--- src/rtl/esc_throttle_sequencer_pkg.sv ---
// rtl/esc_throttle_sequencer_pkg.sv - shared state type and duty constants for the ESC throttle path
package esc_throttle_sequencer_pkg;

    typedef enum logic [1:0] {
        ST_IDLE,
        ST_ARM,
        ST_RUN,
        ST_FAULT
    } state_t;

    localparam int DEF_DUTY_W         = 17;
    localparam int DEF_MIN_DUTY       = 12000;
    localparam int DEF_MAX_DUTY       = 21600;
    localparam int DEF_STEP           = 600;
    localparam int DEF_ARM_FRAMES     = 1000;
    localparam int DEF_TIMEOUT_FRAMES = 50;
    // PWM period in 12 MHz counts (500 Hz), shared with the PWM generator
    localparam int PWM_PERIOD         = 24000;

endpackage

--- src/rtl/esc_throttle_sequencer_frame_counter.sv ---
// rtl/esc_throttle_sequencer_frame_counter.sv - frame_tick counter with synchronous clear and terminal flag
module frame_counter #(
    parameter int TERMINAL = 1000,
    parameter int W        = $clog2(TERMINAL + 1)
) (
    input  logic clk,
    input  logic rst_n,
    input  logic clr,
    input  logic tick,
    output logic term
);

    logic [W-1:0] count;

    // term flags the tick that brings the count up to TERMINAL; clear suppresses it
    assign term = tick & ~clr & (count == W'(TERMINAL - 1));

    always_ff @(posedge clk or negedge rst_n) begin
        if (!rst_n) begin
            count <= '0;
        end else if (clr) begin
            count <= '0;
        end else if (tick) begin
            count <= count + 1'b1;
        end
    end

endmodule

--- src/rtl/esc_throttle_sequencer.sv ---
// rtl/esc_throttle_sequencer.sv - ESC arming sequencer, throttle clamp, per-frame slew limit and watchdog
module esc_throttle_sequencer
    import esc_throttle_sequencer_pkg::*;
#(
    parameter int DUTY_W         = DEF_DUTY_W,
    parameter int MIN_DUTY       = DEF_MIN_DUTY,
    parameter int MAX_DUTY       = DEF_MAX_DUTY,
    parameter int STEP           = DEF_STEP,
    parameter int ARM_FRAMES     = DEF_ARM_FRAMES,
    parameter int TIMEOUT_FRAMES = DEF_TIMEOUT_FRAMES
) (
    input  logic              clk,
    input  logic              rst_n,
    input  logic              frame_tick,
    input  logic              arm_req,
    input  logic              cmd_valid,
    output logic              cmd_ready,
    input  logic [DUTY_W-1:0] throttle_cmd,
    output logic [DUTY_W-1:0] duty_out,
    output logic              armed,
    output logic              fault
);

    localparam logic [DUTY_W-1:0]        MIN_D  = DUTY_W'(MIN_DUTY);
    localparam logic [DUTY_W-1:0]        MAX_D  = DUTY_W'(MAX_DUTY);
    localparam logic [DUTY_W-1:0]        STEP_D = DUTY_W'(STEP);
    localparam logic signed [DUTY_W:0]   STEP_S = (DUTY_W + 1)'(STEP);

    state_t                 state;
    logic [DUTY_W-1:0]      target;
    logic [DUTY_W-1:0]      cmd_clamped;
    logic [DUTY_W-1:0]      slewed;
    logic signed [DUTY_W:0] diff;
    logic                   accept;
    logic                   arm_done;
    logic                   wd_expired;

    assign accept = cmd_valid & cmd_ready;

    always_comb begin
        cmd_clamped = throttle_cmd;
        if (throttle_cmd < MIN_D) begin
            cmd_clamped = MIN_D;
        end else if (throttle_cmd > MAX_D) begin
            cmd_clamped = MAX_D;
        end
    end

    // one extra bit keeps the signed distance to target free of wrap
    always_comb begin
        diff   = $signed({1'b0, target}) - $signed({1'b0, duty_out});
        slewed = target;
        if (diff > STEP_S) begin
            slewed = duty_out + STEP_D;
        end else if (diff < -STEP_S) begin
            slewed = duty_out - STEP_D;
        end
    end

    frame_counter #(.TERMINAL(ARM_FRAMES)) u_arm_cnt (
        .clk   (clk),
        .rst_n (rst_n),
        .clr   ((state != ST_ARM) | ~arm_req),
        .tick  (frame_tick & (state == ST_ARM)),
        .term  (arm_done)
    );

    // an accepted command clears the watchdog even on a tick cycle
    frame_counter #(.TERMINAL(TIMEOUT_FRAMES)) u_wd_cnt (
        .clk   (clk),
        .rst_n (rst_n),
        .clr   ((state != ST_RUN) | accept),
        .tick  (frame_tick & (state == ST_RUN)),
        .term  (wd_expired)
    );

    always_ff @(posedge clk or negedge rst_n) begin
        if (!rst_n) begin
            state     <= ST_IDLE;
            duty_out  <= '0;
            target    <= MIN_D;
            armed     <= 1'b0;
            fault     <= 1'b0;
            cmd_ready <= 1'b0;
        end else if (!arm_req) begin
            state     <= ST_IDLE;
            duty_out  <= '0;
            armed     <= 1'b0;
            fault     <= 1'b0;
            cmd_ready <= 1'b0;
        end else begin
            case (state)
                ST_IDLE: begin
                    state    <= ST_ARM;
                    target   <= MIN_D;
                    duty_out <= '0;
                end
                ST_ARM: begin
                    if (frame_tick) begin
                        duty_out <= MIN_D;
                    end
                    if (arm_done) begin
                        state     <= ST_RUN;
                        armed     <= 1'b1;
                        cmd_ready <= 1'b1;
                    end
                end
                ST_RUN: begin
                    // slew reads the pre-accept target, so a same-cycle command waits a tick
                    if (frame_tick) begin
                        duty_out <= slewed;
                    end
                    if (accept) begin
                        target <= cmd_clamped;
                    end
                    if (wd_expired) begin
                        state     <= ST_FAULT;
                        armed     <= 1'b0;
                        cmd_ready <= 1'b0;
                        fault     <= 1'b1;
                    end
                end
                ST_FAULT: begin
                    if (frame_tick) begin
                        duty_out <= MIN_D;
                    end
                end
                default: begin
                    state <= ST_IDLE;
                end
            endcase
        end
    end

endmodule

--- config.mk ---
export PLATFORM = sky130hd
export DESIGN_NAME = esc_throttle_sequencer
export DESIGN_NICKNAME = d
export VERILOG_FILES = /design/src/rtl/esc_throttle_sequencer_pkg.sv /design/src/rtl/esc_throttle_sequencer_frame_counter.sv /design/src/rtl/esc_throttle_sequencer.sv
export SDC_FILE = /design/constraint.sdc
export NUM_CORES = 1
export LEC_CHECK = 0
export CAP_MARGIN = 40
export CORE_MARGIN = 5
export CORE_UTILIZATION = 30
export DETAILED_ROUTE_END_ITERATION = 10
export HOLD_SLACK_MARGIN = 0.1
export PLACE_DENSITY = 0.5
export SLEW_MARGIN = 40
export SYNTH_ARGS = -nofsm -noshare
export SYNTH_HDL_FRONTEND = slang
export SYNTH_HIERARCHICAL = 1
export SYNTH_SLANG_ARGS = --single-unit
--- constraint.sdc ---
create_clock -name clk -period 3.68 [get_ports clk]
set_input_delay 0.736 -clock clk [delete_from_list [all_inputs] [get_ports clk]]
set_output_delay 0.736 -clock clk [all_outputs]
set_load 0.1 [all_outputs]
After elaboration in Yosys (flattened, before gate mapping)
Cells that the tools add are included.
{"block": "op_classes", "mux": 25, "order_cmp": 4, "add_sub_neg": 5, "eq_ne": 16, "bitwise_logic": 12, "n_reduce_logical": 10}
{"operator": "17-bit two-way mux", "n": 8}
{"operator": "17-bit one-hot mux with 3 select lines", "n": 1}
{"operator": "17-bit one-hot mux with 2 select lines", "n": 1}
{"operator": "10-bit two-way mux", "n": 2}
{"operator": "18-bit by 11-bit greater-than comparator with 1-bit output (second input constant)", "n": 1}
{"operator": "18-bit by 11-bit < comparator with 1-bit output (second input constant)", "n": 1}
{"operator": "17-bit by 17-bit subtractor with 18-bit output", "n": 1}
{"operator": "17-bit by 10-bit adder with 17-bit output (second input constant)", "n": 1}
{"operator": "17-bit by 15-bit greater-than comparator with 1-bit output (second input constant)", "n": 1}
{"operator": "17-bit by 14-bit < comparator with 1-bit output (second input constant)", "n": 1}
{"operator": "17-bit by 10-bit subtractor with 17-bit output (second input constant)", "n": 1}
{"operator": "6-bit two-way mux", "n": 2}
{"operator": "10-bit by 1-bit adder with 10-bit output (second input constant)", "n": 1}
{"operator": "10-bit equality test (second input constant)", "n": 1}
{"operator": "3-bit != test (second input constant)", "n": 3}
{"operator": "3-bit AND reduction", "n": 3}
{"operator": "1-bit bitwise AND", "n": 7}
{"operator": "6-bit by 1-bit adder with 6-bit output (second input constant)", "n": 1}
{"operator": "6-bit equality test (second input constant)", "n": 1}
{"operator": "1-bit two-way mux", "n": 6}
{"operator": "2-bit two-way mux", "n": 3}
{"operator": "2-bit by 1-bit != test with 1-bit output (second input constant)", "n": 3}
{"operator": "2-bit one-hot mux with 3 select lines", "n": 1}
{"operator": "2-bit nonzero test", "n": 3}
{"operator": "12 further kinds", "n": 18}
{"block": "totals", "wordCells": 79, "input_bits": 22, "output_inout_bits": 20, "reg_bits": 54}

Longest topological paths before layout
Gate-level depths: netlist (run 1).
{"block": "logic_depth", "depth_word": 8, "depth_mapped": 15, "mapped_depth_nobuf": 14}

Hierarchy
Netlist (run 1), hierarchy kept.
{"module": "esc_throttle_sequencer", "seq_area_each_um2": 959.7, "area_per_inst_um2": 3570.9, "n_inst": 1, "cells_each": 456}
{"module": "frame_counter at u_arm_cnt", "seq_area_each_um2": 250.2, "area_per_inst_um2": 516.7, "n_inst": 1, "cells_each": 52}
{"module": "frame_counter at u_wd_cnt", "seq_area_each_um2": 150.1, "area_per_inst_um2": 300.3, "n_inst": 1, "cells_each": 30}

Least setup slack after synthesis (run 1)
Ideal clock, no wire load.
{"block": "synth_path", "path_type": "register -> register", "start": "register duty_out[5]", "end": "register duty_out[8]", "setup_slack_ps": -582, "path_stages_with_launch": 16, "t_arrival_ps": 4130, "period_less_slack_ps": 4262, "required_ps": 3549, "setup_time_ps": 131, "n_path_buf": 3, "path_cell_list": "dfrtp_1 > clkbuf_1 > inv_1 > ha_1 > buf_2 > and3_1 > a221oi_4 > nor2_2 > a21oi_1 > a22oi_1 > o41a_1 > o41ai_4 > nand2_1 > buf_2 > o221ai_1 > o21ai_0"}
{"block": "synth_between", "elab_chain_cells": 7, "word_cells_on_any_way": 10, "classes_between": "add/sub: 3; order compare: 2; mux: 5"}
{"item": "start, declared", "line_no": "esc_throttle_sequencer.sv:19", "source": "output logic [DUTY_W-1:0] duty_out,"}
{"item": "start signal, assigned", "line_no": "esc_throttle_sequencer.sv:111", "source": "duty_out <= slewed;"}
{"item": "17-bit by 17-bit subtractor with 18-bit output", "line_no": "esc_throttle_sequencer.sv:51", "source": "diff = $signed({1'b0, target}) - $signed({1'b0, duty_out});"}
{"item": "18-bit by 11-bit < comparator with 1-bit output", "line_no": "esc_throttle_sequencer.sv:55", "source": "end else if (diff < -STEP_S) begin"}
{"item": "17-bit two-way mux", "line_no": "esc_throttle_sequencer.sv:55"}
{"item": "17-bit two-way mux (*)", "line_no": "esc_throttle_sequencer.sv:53", "source": "if (diff > STEP_S) begin"}
{"item": "17-bit two-way mux (*)", "line_no": "esc_throttle_sequencer.sv:110", "source": "if (frame_tick) begin"}
{"item": "17-bit one-hot mux with 3 select lines (*)", "line_no": "esc_throttle_sequencer.sv:92", "source": "case (state)"}
{"item": "17-bit two-way mux (*)", "line_no": "esc_throttle_sequencer.sv:85", "source": "end else if (!arm_req) begin"}
Every way passes the cells marked *; elsewhere a longest branch is shown, timed or not. The select of a mux whose other input is x is not followed.
A chain may end at the register's enable or synchronous reset.

Final worst setup path (run 1)
{"block": "layout_path", "start": "register target[0]", "end": "register duty_out[4]"}
{"block": "layout_between", "elab_chain_cells": 7, "word_cells_on_any_way": 8, "classes_between": "add/sub: 1; order compare: 2; mux: 5"}
{"item": "start, declared", "line_no": "esc_throttle_sequencer.sv:30", "source": "logic [DUTY_W-1:0] target;"}
{"item": "start signal, assigned", "line_no": "esc_throttle_sequencer.sv:114", "source": "target <= cmd_clamped;"}
{"item": "17-bit by 17-bit subtractor with 18-bit output (*)", "line_no": "esc_throttle_sequencer.sv:51"}
{"item": "18-bit by 11-bit < comparator with 1-bit output", "line_no": "esc_throttle_sequencer.sv:55"}
{"item": "17-bit two-way mux", "line_no": "esc_throttle_sequencer.sv:55"}
{"item": "17-bit two-way mux (*)", "line_no": "esc_throttle_sequencer.sv:53"}
{"item": "17-bit two-way mux (*)", "line_no": "esc_throttle_sequencer.sv:110"}
{"item": "17-bit one-hot mux with 3 select lines (*)", "line_no": "esc_throttle_sequencer.sv:92"}
{"item": "17-bit two-way mux (*)", "line_no": "esc_throttle_sequencer.sv:85"}
Marked as above.

==> impl_results.md, run 1 <==
* Min-Delay Path Class: input port to async pin
* CP Cell Sequence: inv_2 -> ha_4 -> inv_2 -> fa_2 -> a21o_1 -> a221oi_4 -> nor2_2 -> a221o_1 -> xor2_1 -> nand4_1 -> o41ai_4 -> buf_6 -> buf_4 -> mux2_2 -> nor2_1 -> a221o_1
* RSZ-0062 raised after global routing: true
* Crit Path Class: flop to flop
* CP delay by family, top: compound AO/OA/AOI/OAI gates
* Post-synth EDFFs at 0
* Final cycle utilization of the critical path at 97.5%
* First-pass GRT wire length at 20700 um
* Layout cells sized above 1 at 20.3%
* GP Congestion at 0.881
* Setup Skew at 6.86 ps
* Clock-pin slew on the worst setup and hold paths at 70 ps
* Max clock buf depth at 2
* # rows at 44
* # diodes at 0
* Relative slew slack at 56.5%
* Vias per inst at 5.37
* P_int at 1.12 mW
* Initial Utilization at 30.4%
* Library cells used by synthesis at 69
* Number of synthesis warnings at 6
* I/O pins at 42
* Sw Pwr at 691 uW
* Setup TNS at 0 ps
* Largest net degree at the start of global routing at 36
* Core area at 14400 um2
* Post-Syn Area at 4390 um2
* Iter 0 DRT Violations at 246
* Leakage power at 2.15 nW
* Pwr per Cell Area at 336 nW/um2
* Mean Syn Cell Area at 8.16 um2
* Count leader, synth: nor2_1
* Final #Nets at 644
* Synth async-reset ratio at 100%
* Min Tclk post-route at 3590 ps
* Synth cell count leaders: 56 x nor2_1, 52 x a21oi_1, 49 x nand2_1
* R2R setup slack at 90 ps
* H-tree depth at 2
* Post-Synthesis Cells at 538
* Final Slew Violations at 0
* Synth top area cells: dfrtp_1 27%, ha_1 7.4%, a21oi_1 5.9%
* Port bufs at 41
* Root buf cell: clkbuf_16
* CTS buffer count at 5
* Sequential area share after synthesis at 31.0%
* Routed via count at 4187
* Outcome: complete, no violations
* Top-area cell type share of the netlist area at 26.8%
* Design Power at 1.81 mW
* Synth Flop Type: dfrtp_1
* WP buf/inv at 4
* Final antenna-violating net count at 0
* Final WL at 12600 um
* VDD IR max at 303 uV
* CTS tree: done
* Hold Violations, Final at 0
* CP arrival at 3770 ps
* CP Max Fanout at 7
* Global Route Usage Sum at 14.9%
* Fmax at 0.279 GHz
* Cell taking the most area after synthesis: dfrtp_1
* Slew @ Worst Pin at 644 ps
* Post-route DRC at 0
* Slowest CP cell: o41ai_4
* Flops & latches, synth at 54
* DR pass1 iterations at 4
* Clock power share at 26.2%
* Clock latency on the worst-skew pair at 300 ps
* Final setup fails at 0
* HPWL Detailed at 10000 um
* Sw Ratio at 38.1%
* CP required at 3860 ps
* Hold-fix buffers, CTS at 0
* Chip width at 131 um
* Synthesis-to-finish area growth at 22.9%
* Kind of end point of the critical path: flop
* Die height at 131 um
* Count of clock tree sinks at 54
* Crit path largest cell delay at 430 ps
* Sequential power share at 35.1%
* Initial antenna violation count at 0
* Global route overflow at 0
* Vias in the first global route at 3955
* Die ar. at 17100 um2
* WL per Instance at 16.2 um
* Final core occ at 37.4%
* Critical Path Source Type: flop
* Syn Nets at 587
* Max-cap violations at 0
* Part of the power in combinational logic at 38.7%
per-stage QoR:
stage | instances | setup slack [ps] | hold slack, ps | cell area (um2)
2_1_floorplan | 538 | -34.3 | 440 | 4490
5_1_grt | 780 | -92.8 | 431 | 5390
3_5_place_dp | 767 | -116 | 518 | 5140
4_1_cts | 776 | 16.6 | 408 | 5290
6_report | 780 | 91.8 | 385 | 5390
3_3_place_gp | 767 | 34.7 | 517 | 5230
area by class of cell:
| cell class | count | area [um2] |
|---|---|---|
| Inverter | 31 | 116 |
| Fill cell | 1537 | 9030 |
| Clock buffer | 8 | 136 |
| Tap cell | 184 | 230 |
| Sequential cell | 54 | 1390 |
| Timing Repair Buffer | 79 | 631 |
| Multi-Input combinational cell | 424 | 2890 |
registers in the layout, summed over array words and instances, names as in the netlist:
signal and flops:
duty_out 17, target 17, u_arm_cnt/count 10, u_wd_cnt/count 6
state 2, armed 1, fault 1
path summary, 6_finish.rpt:
| check | start | endpoint | cells after the start |
|---|---|---|---|
| worst max register to register | target[0] | duty_out[4] | 16 |
| max in group asynchronous | rst_n | target[13] | 2 |
| worst min register to register | duty_out[2] | duty_out[2] | 1 |
| worst max-delay path | target[0] | duty_out[4] | 16 |
| worst min-delay path | rst_n | u_wd_cnt/count[2] | 1 |
| min in group clk | duty_out[2] | duty_out[2] | 1 |
repair_timing:
item	4_1_cts	5_1_grt
setup buffers	1	4
resized for setup	2	14
pin swaps	2	13
endpoints found under the setup margin	9	17
endpoints found under the hold margin	0	0
kinds of logic (layout without fill, tap and decap cells):
family,after synthesis,in the layout,share of synthesized area [%]
xor gates and xnor gates,31,31,6.19
buffers and inverters,60,118,5.56
and+or+nand+nor,186,186,20.6
DFF,54,54,31.0
adders and majority gates,27,27,7.87
AOI/OAI and AO/OA,171,171,26.5
muxes,9,9,2.28
layer usage:
metal / GRT usage [%] / vias up / wire length, um
li1: - / 2073 / -
met3: 1.63 / 13 / 441
met1: 21.0 / 2020 / 6020
met5: 0 / - / 0
met2: 24.2 / 81 / 5940
met4: 4.36 / 0 / 195
cells in the final DEF, fill, tap and decap left out, types with 12 or more instances in the layout:
master	netlist	layout
xnor2_1	16	16
clkdlybuf4s50_1	0	20
nor2_1	56	56
ha_1	26	24
o21ai_0	30	27
a21oi_1	52	49
dfrtp_1	47	34
nand3_1	15	15
xor2_1	15	15
nand2_1	49	49
buf_4	2	37
inv_1	31	26
buf_2	9	18
nand4_1	12	12
power groups by stage:
stage	Sequential, mW	Clock [mW]	Combinational [mW]
CTS	0.637	0.485	0.680
global placement	0.648	0	0.673
finish	0.637	0.474	0.701
floorplan	0.707	0	0.418
detailed placement	0.648	0	0.674
global route	0.640	0.511	0.766
Power figures use the tool's default switching activity.
==> run 2, diff against run 1 <==
--- a/config.mk
+++ b/config.mk
@@ -5,6 +5,7 @@
 export SDC_FILE = /design/constraint.sdc
 export NUM_CORES = 1
 export LEC_CHECK = 0
+export ABC_CLOCK_PERIOD_IN_PS = 3680
 export CAP_MARGIN = 40
 export CORE_MARGIN = 5
 export CORE_UTILIZATION = 30
==> results of run 2 <==
The final DEF is identical to that of run 1; final timing and power are the same.
